<file path="config.mk">
export PLATFORM = sky130hd
export DESIGN_NAME = sync_pixel_fetch
export DESIGN_NICKNAME = d
export VERILOG_FILES = /design/src/rtl/video_pkg.sv /design/src/rtl/sync_pixel_fetch_pipe_delay.sv /design/src/rtl/sync_pixel_fetch.sv
export SDC_FILE = /design/constraint.sdc
export NUM_CORES = 1
export LEC_CHECK = 0
export CAP_MARGIN = 20
export CORE_ASPECT_RATIO = 1.1
export CORE_MARGIN = 2
export CORE_UTILIZATION = 39
export DETAILED_ROUTE_END_ITERATION = 8
export PLACE_DENSITY = 0.8
export SETUP_SLACK_MARGIN = 0.2
export SYNTH_ARGS = -nofsm -noshare
export SYNTH_HDL_FRONTEND = slang
export SYNTH_SLANG_ARGS = --single-unit
</file>
<file path="constraint.sdc">
create_clock -name clock -period 2 [get_ports clock]
set_clock_uncertainty 0.15 [all_clocks]
set_input_delay 0.3 -clock clock [delete_from_list [all_inputs] [get_ports clock]]
set_output_delay 0.3 -clock clock [all_outputs]
set_load 0.02 [all_outputs]
</file>
<file path="src/rtl/video_pkg.sv">
// Shared video types, 720p timing defaults and colour-bar lookup for the pixel fetch path.
// The optional colour-bar generator is enabled by defining TEST_PATTERN_EN.
package video_pkg;

    typedef logic [23:0] pixel_t;
    typedef logic [19:0] addr_t;

    localparam int DEF_H_ACT  = 1280;
    localparam int DEF_H_FP   = 110;
    localparam int DEF_H_SYNC = 40;
    localparam int DEF_V_ACT  = 720;
    localparam int DEF_V_FP   = 5;
    localparam int DEF_V_SYNC = 5;
    localparam int DEF_H_POL  = 1;
    localparam int DEF_V_POL  = 1;
    localparam int DEF_RD_LAT = 2;

    localparam int BAR_COUNT = 8;

    // Bars run left to right in the classic descending-luma order.
    function automatic pixel_t bar_color(input logic [2:0] bar);
        pixel_t c;
        case (bar)
            3'd0:    c = 24'hFFFFFF;
            3'd1:    c = 24'hFFFF00;
            3'd2:    c = 24'h00FFFF;
            3'd3:    c = 24'h00FF00;
            3'd4:    c = 24'hFF00FF;
            3'd5:    c = 24'hFF0000;
            3'd6:    c = 24'h0000FF;
            default: c = 24'h000000;
        endcase
        return c;
    endfunction

endpackage

</file>
<file path="src/rtl/sync_pixel_fetch_pipe_delay.sv">
// Fixed-depth shift register used to keep timing flags aligned with framebuffer read data.
module pipe_delay #(
    parameter int WIDTH = 1,
    parameter int DEPTH = 1
) (
    input  logic             clock,
    input  logic             reset_n,
    input  logic [WIDTH-1:0] din,
    output logic [WIDTH-1:0] dout
);

    logic [WIDTH-1:0] stage [DEPTH];

    always_ff @(posedge clock or negedge reset_n) begin
        if (!reset_n) begin
            for (int i = 0; i < DEPTH; i++) stage[i] <= '0;
        end else begin
            stage[0] <= din;
            for (int i = 1; i < DEPTH; i++) stage[i] <= stage[i-1];
        end
    end

    assign dout = stage[DEPTH-1];

endmodule

</file>
<file path="src/rtl/sync_pixel_fetch.sv">
// Turns upstream raster counts into framebuffer reads and aligned hsync/vsync/de/rgb outputs.
// Define TEST_PATTERN_EN to add the test_mode input and the colour-bar generator.
module sync_pixel_fetch
    import video_pkg::*;
#(
    parameter int H_ACT  = DEF_H_ACT,
    parameter int H_FP   = DEF_H_FP,
    parameter int H_SYNC = DEF_H_SYNC,
    parameter int V_ACT  = DEF_V_ACT,
    parameter int V_FP   = DEF_V_FP,
    parameter int V_SYNC = DEF_V_SYNC,
    parameter int H_POL  = DEF_H_POL,
    parameter int V_POL  = DEF_V_POL,
    parameter int RD_LAT = DEF_RD_LAT
) (
    input  logic        clock,
    input  logic        reset_n,
    input  logic [31:0] horz_count,
    input  logic [31:0] vert_count,
`ifdef TEST_PATTERN_EN
    input  logic        test_mode,
`endif
    output logic        rd_en,
    output addr_t       rd_addr,
    input  pixel_t      rd_data,
    output logic        hsync,
    output logic        vsync,
    output logic        de,
    output pixel_t      rgb,
    output logic        frame_start
);

    localparam logic [31:0] H_ACT_U   = 32'(H_ACT);
    localparam logic [31:0] V_ACT_U   = 32'(V_ACT);
    localparam logic [31:0] HS_START  = 32'(H_ACT + H_FP);
    localparam logic [31:0] HS_END    = 32'(H_ACT + H_FP + H_SYNC);
    localparam logic [31:0] VS_START  = 32'(V_ACT + V_FP);
    localparam logic [31:0] VS_END    = 32'(V_ACT + V_FP + V_SYNC);
    localparam logic        H_ON      = (H_POL != 0);
    localparam logic        V_ON      = (V_POL != 0);

    logic active, sync_h, sync_v, origin, fetch, read_req, armed;

    assign active = (horz_count < H_ACT_U) && (vert_count < V_ACT_U);
    assign sync_h = (horz_count >= HS_START) && (horz_count < HS_END);
    assign sync_v = (vert_count >= VS_START) && (vert_count < VS_END);
    assign origin = (horz_count == 32'd0) && (vert_count == 32'd0);
    // Nothing is fetched or displayed until a frame origin has been seen since reset.
    assign fetch  = active && (armed || origin);

`ifdef TEST_PATTERN_EN
    localparam int PW = 4 + 1 + 32;
    assign read_req = fetch && !test_mode;
`else
    localparam int PW = 4;
    assign read_req = fetch;
`endif

    always_ff @(posedge clock or negedge reset_n) begin
        if (!reset_n) begin
            armed   <= 1'b0;
            rd_en   <= 1'b0;
            rd_addr <= '0;
        end else begin
            if (origin) armed <= 1'b1;
            rd_en <= read_req;
            if (origin)     rd_addr <= '0;
            else if (rd_en) rd_addr <= rd_addr + 20'd1;
        end
    end

    logic [PW-1:0] pipe_in, pipe_out;

`ifdef TEST_PATTERN_EN
    assign pipe_in = {fetch, sync_h, sync_v, origin && active, test_mode, horz_count};
`else
    assign pipe_in = {fetch, sync_h, sync_v, origin && active};
`endif

    pipe_delay #(.WIDTH(PW), .DEPTH(RD_LAT + 1)) u_align (
        .clock   (clock),
        .reset_n (reset_n),
        .din     (pipe_in),
        .dout    (pipe_out)
    );

    logic   act_d, sh_d, sv_d, fs_d;
    pixel_t pixel_next;

    assign act_d = pipe_out[PW-1];
    assign sh_d  = pipe_out[PW-2];
    assign sv_d  = pipe_out[PW-3];
    assign fs_d  = pipe_out[PW-4];

`ifdef TEST_PATTERN_EN
    localparam int BAR_W = (H_ACT / BAR_COUNT > 0) ? H_ACT / BAR_COUNT : 1;
    logic        tm_d;
    logic [31:0] bar_idx;
    pixel_t      pattern;

    assign tm_d    = pipe_out[32];
    assign bar_idx = pipe_out[31:0] / 32'(BAR_W);
    assign pattern = bar_color((bar_idx > 32'd7) ? 3'd7 : bar_idx[2:0]);
`endif

    always_comb begin
        pixel_next = '0;
        if (act_d) pixel_next = rd_data;
`ifdef TEST_PATTERN_EN
        if (act_d && tm_d) pixel_next = pattern;
`endif
    end

    always_ff @(posedge clock or negedge reset_n) begin
        if (!reset_n) begin
            hsync       <= ~H_ON;
            vsync       <= ~V_ON;
            de          <= 1'b0;
            rgb         <= '0;
            frame_start <= 1'b0;
        end else begin
            hsync       <= sh_d ? H_ON : ~H_ON;
            vsync       <= sv_d ? V_ON : ~V_ON;
            de          <= act_d;
            rgb         <= pixel_next;
            frame_start <= fs_d;
        end
    end

endmodule

</file>
=== Word-level counts from Yosys, hierarchy flattened ===
Index checks and enable logic that the tools add are counted.

* Flip-flop bits (word level): 62
* Input port bits: 90
* Output and inout port bits: 49
* Logic and storage cells: 33

* $add $sub $neg: 1
* Magnitude comparators: 6
* Multiplexer cells: 5
* Reduce and logical (&&, ||, !) cells: 10

{| class="wikitable"
|+ Operators with widths
! operator !! number
|-
| $logic_not A32 Y1 || 2
|-
| $lt A32 B10 Y1 const B || 2
|-
| $lt A32 B11 Y1 const B || 2
|-
| $mux W20 || 2
|-
| $ge A32 B10 Y1 const B || 1
|-
| $ge A32 B11 Y1 const B || 1
|-
| $mux W24 || 1
|-
| $add A20 B1 Y20 const B || 1
|-
| $logic_and A1 B1 Y1 || 6
|-
| $mux W1 || 2
|-
| $reduce_bool A2 Y1 || 1
|-
| $logic_or A1 B1 Y1 || 1
|}

=== Logic depth before layout (Yosys ltp) ===
Gate-level depths: netlist (run 1).

* Depth in word-level cells: 4
* Mapped depth: 5
* Gate-level depth less buffers: 5

=== Hierarchy ===
From an unflattened synthesis (run 1), not the netlist that was laid out.

* Cell total of the unflattened synthesis: 220
* Area total of the unflattened synthesis: 2,617.5 sq um

{| class="wikitable"
|+ By module, submodules not included
! module !! instances !! cells each !! area an instance (sq um) !! seq. area each (sq um)
|-
| sync_pixel_fetch || 1 || 204 || 2,287.2 || 1,251.2
|-
| pipe_delay || 1 || 16 || 330.3 || 300.3
|}

=== Least setup slack after synthesis (run 1) ===
OpenSTA, ideal clock, no wires.

* Kind: register -> register
* From: register rd_addr[0]
* To: register rd_addr[16]
* Setup time: 0.087 ns
* Data arrival time: 1.630 ns
* Required time: 1.763 ns
* Setup slack: 0.133 ns
* Cell stages (with the launch flop): 6
* Buffers on the path: 0
* Clock period less this slack: 1.867 ns
* Path through: dfrtp_1 -> ha_1 -> and4_1 -> nand3_1 -> or3_1 -> a22oi_1

* Cells in the longest elaborated chain, start to end: 3

{| class="wikitable"
|+ Ends and longest elaborated chain
! item !! RTL line !! source
|-
| start, declared || sync_pixel_fetch.sv:24 || <nowiki>output addr_t rd_addr,</nowiki>
|-
| start signal, assigned || sync_pixel_fetch.sv:68 || <nowiki>else if (rd_en) rd_addr <= rd_addr + 20'd1;</nowiki>
|-
| $add A20 B1 Y20 || sync_pixel_fetch.sv:68 ||
|-
| $mux W20 || sync_pixel_fetch.sv:68 ||
|-
| $mux W20 || sync_pixel_fetch.sv:67 || <nowiki>if (origin) rd_addr <= '0;</nowiki>
|}

Every way passes these cells. The select of a mux whose other input is x is not followed.
A chain may end at the register's enable or synchronous reset.

=== Final worst setup path (run 1) ===
* From: register rd_addr[9]
* To: register rd_addr[17]

The elaborated chain is that of the path after synthesis.

==> results of run 1 <==
## power by group through the flow
stage                     combinational, mW  clock (mW)  sequential [mW]
after floorplan                      0.0185           0             1.26
after global placement                0.241           0             1.26
after detailed placement              0.244           0             1.26
after CTS                             0.242        1.19             1.23
after global routing                  0.262        1.26             1.23
final                                 0.245        1.17             1.23
## final cells by class
type | count | area (um^2) | area share
tap | 80 | 100 | 0.0212
clock inverter | 5 | 75.1 | 0.0159
sequential | 61 | 1540 | 0.326
inverter | 3 | 11.3 | 0.00238
clock buffer | 10 | 138 | 0.0291
multi-input combinational | 149 | 1110 | 0.235
timing repair buffer | 168 | 1750 | 0.371
## worst max-delay path: cells and delay by family (launching register included)
kind	cells	cell delay [ns]
simple gates	3	0.99
flops	1	0.43
compound gates	1	0.15
## cells in the final DEF, fill, tap and decap left out, types with 7 or more instances in the layout
master	synthesis	layout
xor2_1	7	7
dlymetal6s2s_1	0	26
nand4_1	9	9
buf_4	3	19
dfrtp_1	61	52
nor4_2	2	12
clkbuf_8	0	10
dlygate4sd2_1	0	25
clkdlybuf4s50_1	0	78
dfrtp_2	0	9
a21oi_1	14	13
nor2_1	7	7
and2_1	26	26
nand2_1	13	13
## cells by family (layout without fill, tap and decap cells)
group,after synthesis,in the layout,share of synthesized area
buffers and inverters,10,186,0.0225
XOR/XNOR,13,13,0.0445
flip-flops,61,61,0.597
AO/OA/AOI/OAI,34,34,0.0852
AND/OR/NAND/NOR,100,100,0.242
adder cells (fa/ha/maj),1,1,0.00489
multiplexers,1,1,0.00392
## sequential cells by signal, summed over array words and instances, names as in the netlist
signal	cells
rgb	24
rd_addr	20
u_align.stage	7
u_align.dout	4
armed	1
de	1
frame_start	1
hsync	1
rd_en	1
vsync	1
## synthesized netlist by cell type, drive strengths merged, types with 3 or more instances
cell   instances
nor2           7
nor3           5
buf            5
a22oi          5
dfrtp         61
and2          26
nand2         13
nor4          18
xnor2          6
o21ai          4
nand4          9
nand3          7
inv            3
a21oi         14
or3            3
and4           5
xor2           7
a31oi          3
## stage by stage
step	power [mW]	utilization	setup slack [ns]
global route	2.75	0.753	0.152
global placement	1.50	0.662	-0.138
floorplan	1.28	-	0.215
detailed placement	1.50	0.662	-0.199
finish	2.65	0.753	0.194
CTS	2.67	0.713	0.159
## routing by layer
layer / GRT usage / part of all wire
met3: 0.0505 / 0.073
met4: 0.106 / 0.024
met5: 0 / 0
met2: 0.367 / 0.53
met1: 0.231 / 0.37
## final timing paths
kind / cells after the start / from / slack, ns / to
hold / removal: 0 / u_align.stage[8] / 0.20 / u_align.stage[4]
min in group asynchronous: 3 / reset_n / 0.35 / rgb[7]
max in group asynchronous: 3 / reset_n / 1.06 / rd_addr[0]
setup reg to reg: 4 / rd_addr[9] / 0.19 / rd_addr[17]
setup / recovery: 4 / rd_addr[9] / 0.19 / rd_addr[17]
hold reg to reg: 0 / u_align.stage[8] / 0.20 / u_align.stage[4]
## repair_timing
action / 4_1_cts / 5_1_grt
setup endpoints to repair: 43 / 24
hold buffers: 1 / 0
gates cloned: 2 / 2
gates resized for setup: 42 / 63
pin swaps: 9 / 23
setup buffers: 6 / 4
endpoints found under the hold margin: 61 / 0
==> run metrics, run 1 <==
sequential share of the synthesized area 0.597; die area 7220 um^2; Critical Path AT 1.90 ns; Post-Layout Cell Count 476; clock share of power 0.442; setup_tns 0 ns; I/O pin count 139; Die X-Extent between 80 and 90 um; Syn. warnings 0; CTS Buffer Depth 2; DP Cell Count 446; # rows 30; I/O Buffers 138; CTS root buf clkbuf_8; final-stage net count 483; pwr dens 562 nW/um^2; # DRC 0; crit path time final around 1.8 ns; Synth top area share 0.597; fillers between 300 and 400; fmax roughly 0.55 GHz; Fin Hold WS 0.198 ns; Post-synth EDFFs 0; Worst VDD drop approximately 470 uV; Final setup viols 0; Synth Cell Area 2560 um^2; final worst-path cycle share 0.903; Worst Path Max Fanout 7; DR iter-0 viols 127; Placer Congestion 0.873; syn_nets 311; total track usage 0.207; #FFs+latches synth 61; endpoint kind of the worst setup timing path flop; Seq pwr share 0.465; switching power about 0.53 mW; # diodes 0; H-Tree Depth 3; post-route cell area 4720 um^2; total number of vias 2,496; Post-DP HPWL 5060 um; Sw Ratio 0.201; Req. time, crit path 2.09 ns; Syn Inst Count between 200 and 250; worst hold path class reg -> reg; DR pass1 iterations 4; Layout area overhead 84.7%; Synth area leaders dfrtp_1 (60%), and2_1 (6.4%), nor4_1 (3.7%), a21oi_1 (2.7%), xor2_1 (2.4%); outcome finished clean; Routed wire per std cell 16.8 um; slowest cell on the critical path dfrtp_2; unrepaired setup endpoints after global routing false; Comb pwr share 0.093; antenna violations before repair 0; Hold Fails Final Rpt 0; syn_area_per_cell 11.6 um^2; measured slew at the worst slew-check pin 0.534 ns; leading area contributor after synthesis dfrtp_1; final count of pins violating max slew 0; CTS tree yes; Die Span Y 88.9 um; slowest cell delay on critical path around 0.43 ns; Int Pwr around 2.1 mW; largest net degree at the start of global routing between 60 and 70; core area 6270 um^2; Synth Flop Type dfrtp_1; Routed Antenna Nets 0; Critical Path, Cell by Cell nand4_1 > or2_4 > or4_4 > a22oi_2; vias per std cell 5.24; CP startpoint kind flop; kind of critical path reg -> reg; sinks on the clock net 61; initial core utilization 0.408; Placed Area 4150 um^2; CTS clk-pin slew, worst paths ~0.060 ns; total gr overflow 0; first-pass GRT wire length 11,200 um; post-synthesis async set-or-reset flop share 1.00; clock latency on the worst-skew pair 0.33 ns; Max-Cap Viols 0; layout cells sized above 1 0.220; Distinct cells, synth between 40 and 50; Rel. slew slack 0.644; vias in the first global route approximately 2,500; DRT Wirelength between 7000 and 8000 um; P_leak between 2 and 2.5 nW; TritonCTS buffer count 9
Power figures use the tool's default switching activity.
==> run 2, diff against run 1 <==
--- a/config.mk
+++ b/config.mk
@@ -8,9 +8,10 @@
 export CAP_MARGIN = 20
 export CORE_ASPECT_RATIO = 1.1
 export CORE_MARGIN = 2
-export CORE_UTILIZATION = 39
+export CORE_UTILIZATION = 60
 export DETAILED_ROUTE_END_ITERATION = 8
-export PLACE_DENSITY = 0.8
+export DONT_BUFFER_PORTS = 1
+export PLACE_DENSITY = 0.76
 export SETUP_SLACK_MARGIN = 0.2
 export SYNTH_ARGS = -nofsm -noshare
 export SYNTH_HDL_FRONTEND = slang
==> run 2 against run 1 <==
  * The run now ends with negative hold slack left
  * Power is 13% lower
  * Wire length is 15% lower
  * Non-clock buffer count is 120 lower
  * First-iteration DRC count is 32% higher
  * Die area is 34% lower
  * Clock power is 14% lower
  * Combinational power is 72% lower
  * Largest cell class is now flip-flops and latches
==> run metrics, run 2 (synthesized netlist as in run 1, its figures left out) <==
Max-Cap Viols 0 (unchanged); Reg with most FFs rgb; Die Span Y 72.5 um (-19%); H-Tree Depth 3 (unchanged); CTS Buffer Depth 2 (unchanged); P_leak 1.42 nW (-35%); end point of the critical path rd_addr[16]; total track usage 0.301 (+0.0939); commonest cells after routing, fill and taps aside dfrtp_1 (57), dlygate4sd3_1 (29), and2_1 (26), buf_4 (18), nor4_1 (15); CP startpoint kind flop; most common cell after layout, fill and taps aside dfrtp_1; DR pass1 iterations 6 (+2); Power Total 2.31 mW (-13%); Routed wire per std cell 20.7 um (+24%); Largest regs rgb x24, rd_addr x20, u_align.stage x7; Critical Path Source rd_addr[1]; outcome complete, but fails checks; Setup WS pre-CTS 0.218 ns (+0.417 ns); DRT Wirelength 6800 um (-15%); total setup buffers inserted after CTS 0 (-6); Worst VDD drop 455 uV (-2.5%); unrepaired setup endpoints after global routing false; sinks on the clock net 61 (unchanged); fmax 0.577 GHz (+4.3%); fillers 242 (-38%); Req. time, crit path 2.10 ns (about the same); Worst Reg-to-Reg Cells 5 (+1); DR iter-0 viols 168 (+32%); CTS tree yes; pwr dens 713 nW/um^2 (+27%); Layout area overhead 26.9%; Post-Layout Cell Count 328 (-31%); layout cells sized above 1 0.181 (-0.0385); I/O Buffers 0 (-100%); total number of vias 2,036 (-18%); antenna violations before repair 0 (unchanged); # rows 24 (-20%); failing checks negative hold slack; Critical Path AT 1.83 ns (-0.07 ns); reg-to-reg endpoint rd_addr[16]; final count of pins violating max slew 0 (unchanged); TritonCTS buffer count 9 (unchanged); vias per std cell 6.21 (+18%); max reg flops 24 (unchanged); Fin Hold WS -0.492 ns (-0.690 ns); Placer Congestion 0.834 (-4.4%); die area 4800 um^2 (-34%); largest net degree at the start of global routing 62 (unchanged); worst hold path class in -> async; Routed Antenna Nets 0 (unchanged); Final setup viols 0 (unchanged); Rel. slew slack 0.644 (about the same); CTS clk-pin slew, worst paths 0.07 ns (about the same); DP Cell Count 284 (-36%); Die X-Extent 66.2 um (-18%); Post-DP HPWL 4370 um (-14%); final worst-path cycle share 0.866 (-0.0373); # diodes 0 (unchanged); first-pass GRT wire length 10,600 um (-5.3%); measured slew at the worst slew-check pin 0.534 ns (-0.000177 ns); core area 4020 um^2 (-36%); vias in the first global route 2,110 (-14%); endpoint kind of the worst setup timing path flop; crit path time final 1.73 ns (-0.0746 ns); kind of critical path reg -> reg; Post-Route Utilization 0.806 (+0.0527); Worst Path Max Fanout 6 (-1); post-route cell area 3240 um^2 (-31%); Hold Fails Final Rpt 61 (+61); CTS root buf clkbuf_8; fin worst setup slack 0.268 ns (+0.0746 ns); # DRC 0 (unchanged); initial core utilization 0.635 (+0.227); I/O pin count 139 (unchanged); final-stage net count 363 (-25%); flop-to-flop setup slack 0.27 ns (+0.07 ns); hold buffer count at CTS 29 (+28); Placed Area 2740 um^2 (-34%); Worst R2R Start rd_addr[1]; total gr overflow 0 (unchanged); setup_tns 0 ns (unchanged); clock latency on the worst-skew pair 0.33 ns (about the same)
run 2: cell count changes in the layout (fill, tap and decap cells not counted), sizes merged, moves of 4 or more:
cell / delta
dlymetal6s2s: -26
clkbuf: -4
clkdlybuf4s15: -4
dlygate4sd3: +28
dlygate4sd2: -25
clkdlybuf4s50: -78
buf: -9
run 2: worst min-delay path by stage:
stage,slack [ns],to,depth (start not counted)
final,-0.49,rgb[10],0
after global routing,-0.51,rgb[10],0
after CTS,-0.51,u_align.stage[6],0
after detailed placement,-0.14,frame_start,0
after global placement,-0.14,vsync,0
after floorplan,-0.15,armed,0
run 2: repair_timing:
item,in CTS,in global routing
resized for setup,0,7
hold endpoints to repair,87,61
endpoints found under the setup margin,0,5
run 2: area by class of cell:
cell class	instances	area (um^2)	share of cell area
clock inverters	3	20.0	0.00617
flip-flops and latches	61	1530	0.472
repair buffers	48	445	0.137
clock buffers	12	165	0.0509
inverters	3	11.3	0.00347
well taps	52	65.1	0.0201
multi-input cells	149	1000	0.310
run 2: layer usage:
layer / vias up / routed length [um] / track usage
li1: 912 / - / -
met1: 999 / 2520 / 0.358
met2: 110 / 3600 / 0.503
met3: 15 / 535 / 0.0992
met4: 0 / 136 / 0.120
met5: - / 0 / 0
run 2: worst max-delay path, cell delays in order, from the launching register on:
cell,delay [ns]
dfrtp_2,0.36
ha_2,0.22
and4_4,0.26
nand3_2,0.10
or3_1,0.39
a22oi_2,0.17
run 2: power breakdown:
group	switching, mW	internal [mW]
Clock	0.467	0.542
Sequential	0.00000000145	1.23
Combinational	0.0188	0.0502
Total	0.486	1.83
==> run 3, diff against run 2 <==
--- a/config.mk
+++ b/config.mk
@@ -11,6 +11,7 @@
 export CORE_UTILIZATION = 60
 export DETAILED_ROUTE_END_ITERATION = 8
 export DONT_BUFFER_PORTS = 1
+export GPL_TIMING_DRIVEN = 1
 export PLACE_DENSITY = 0.76
 export SETUP_SLACK_MARGIN = 0.2
 export SYNTH_ARGS = -nofsm -noshare
==> results of run 3 <==
Final layout, timing and power as in run 2 (identical DEF).
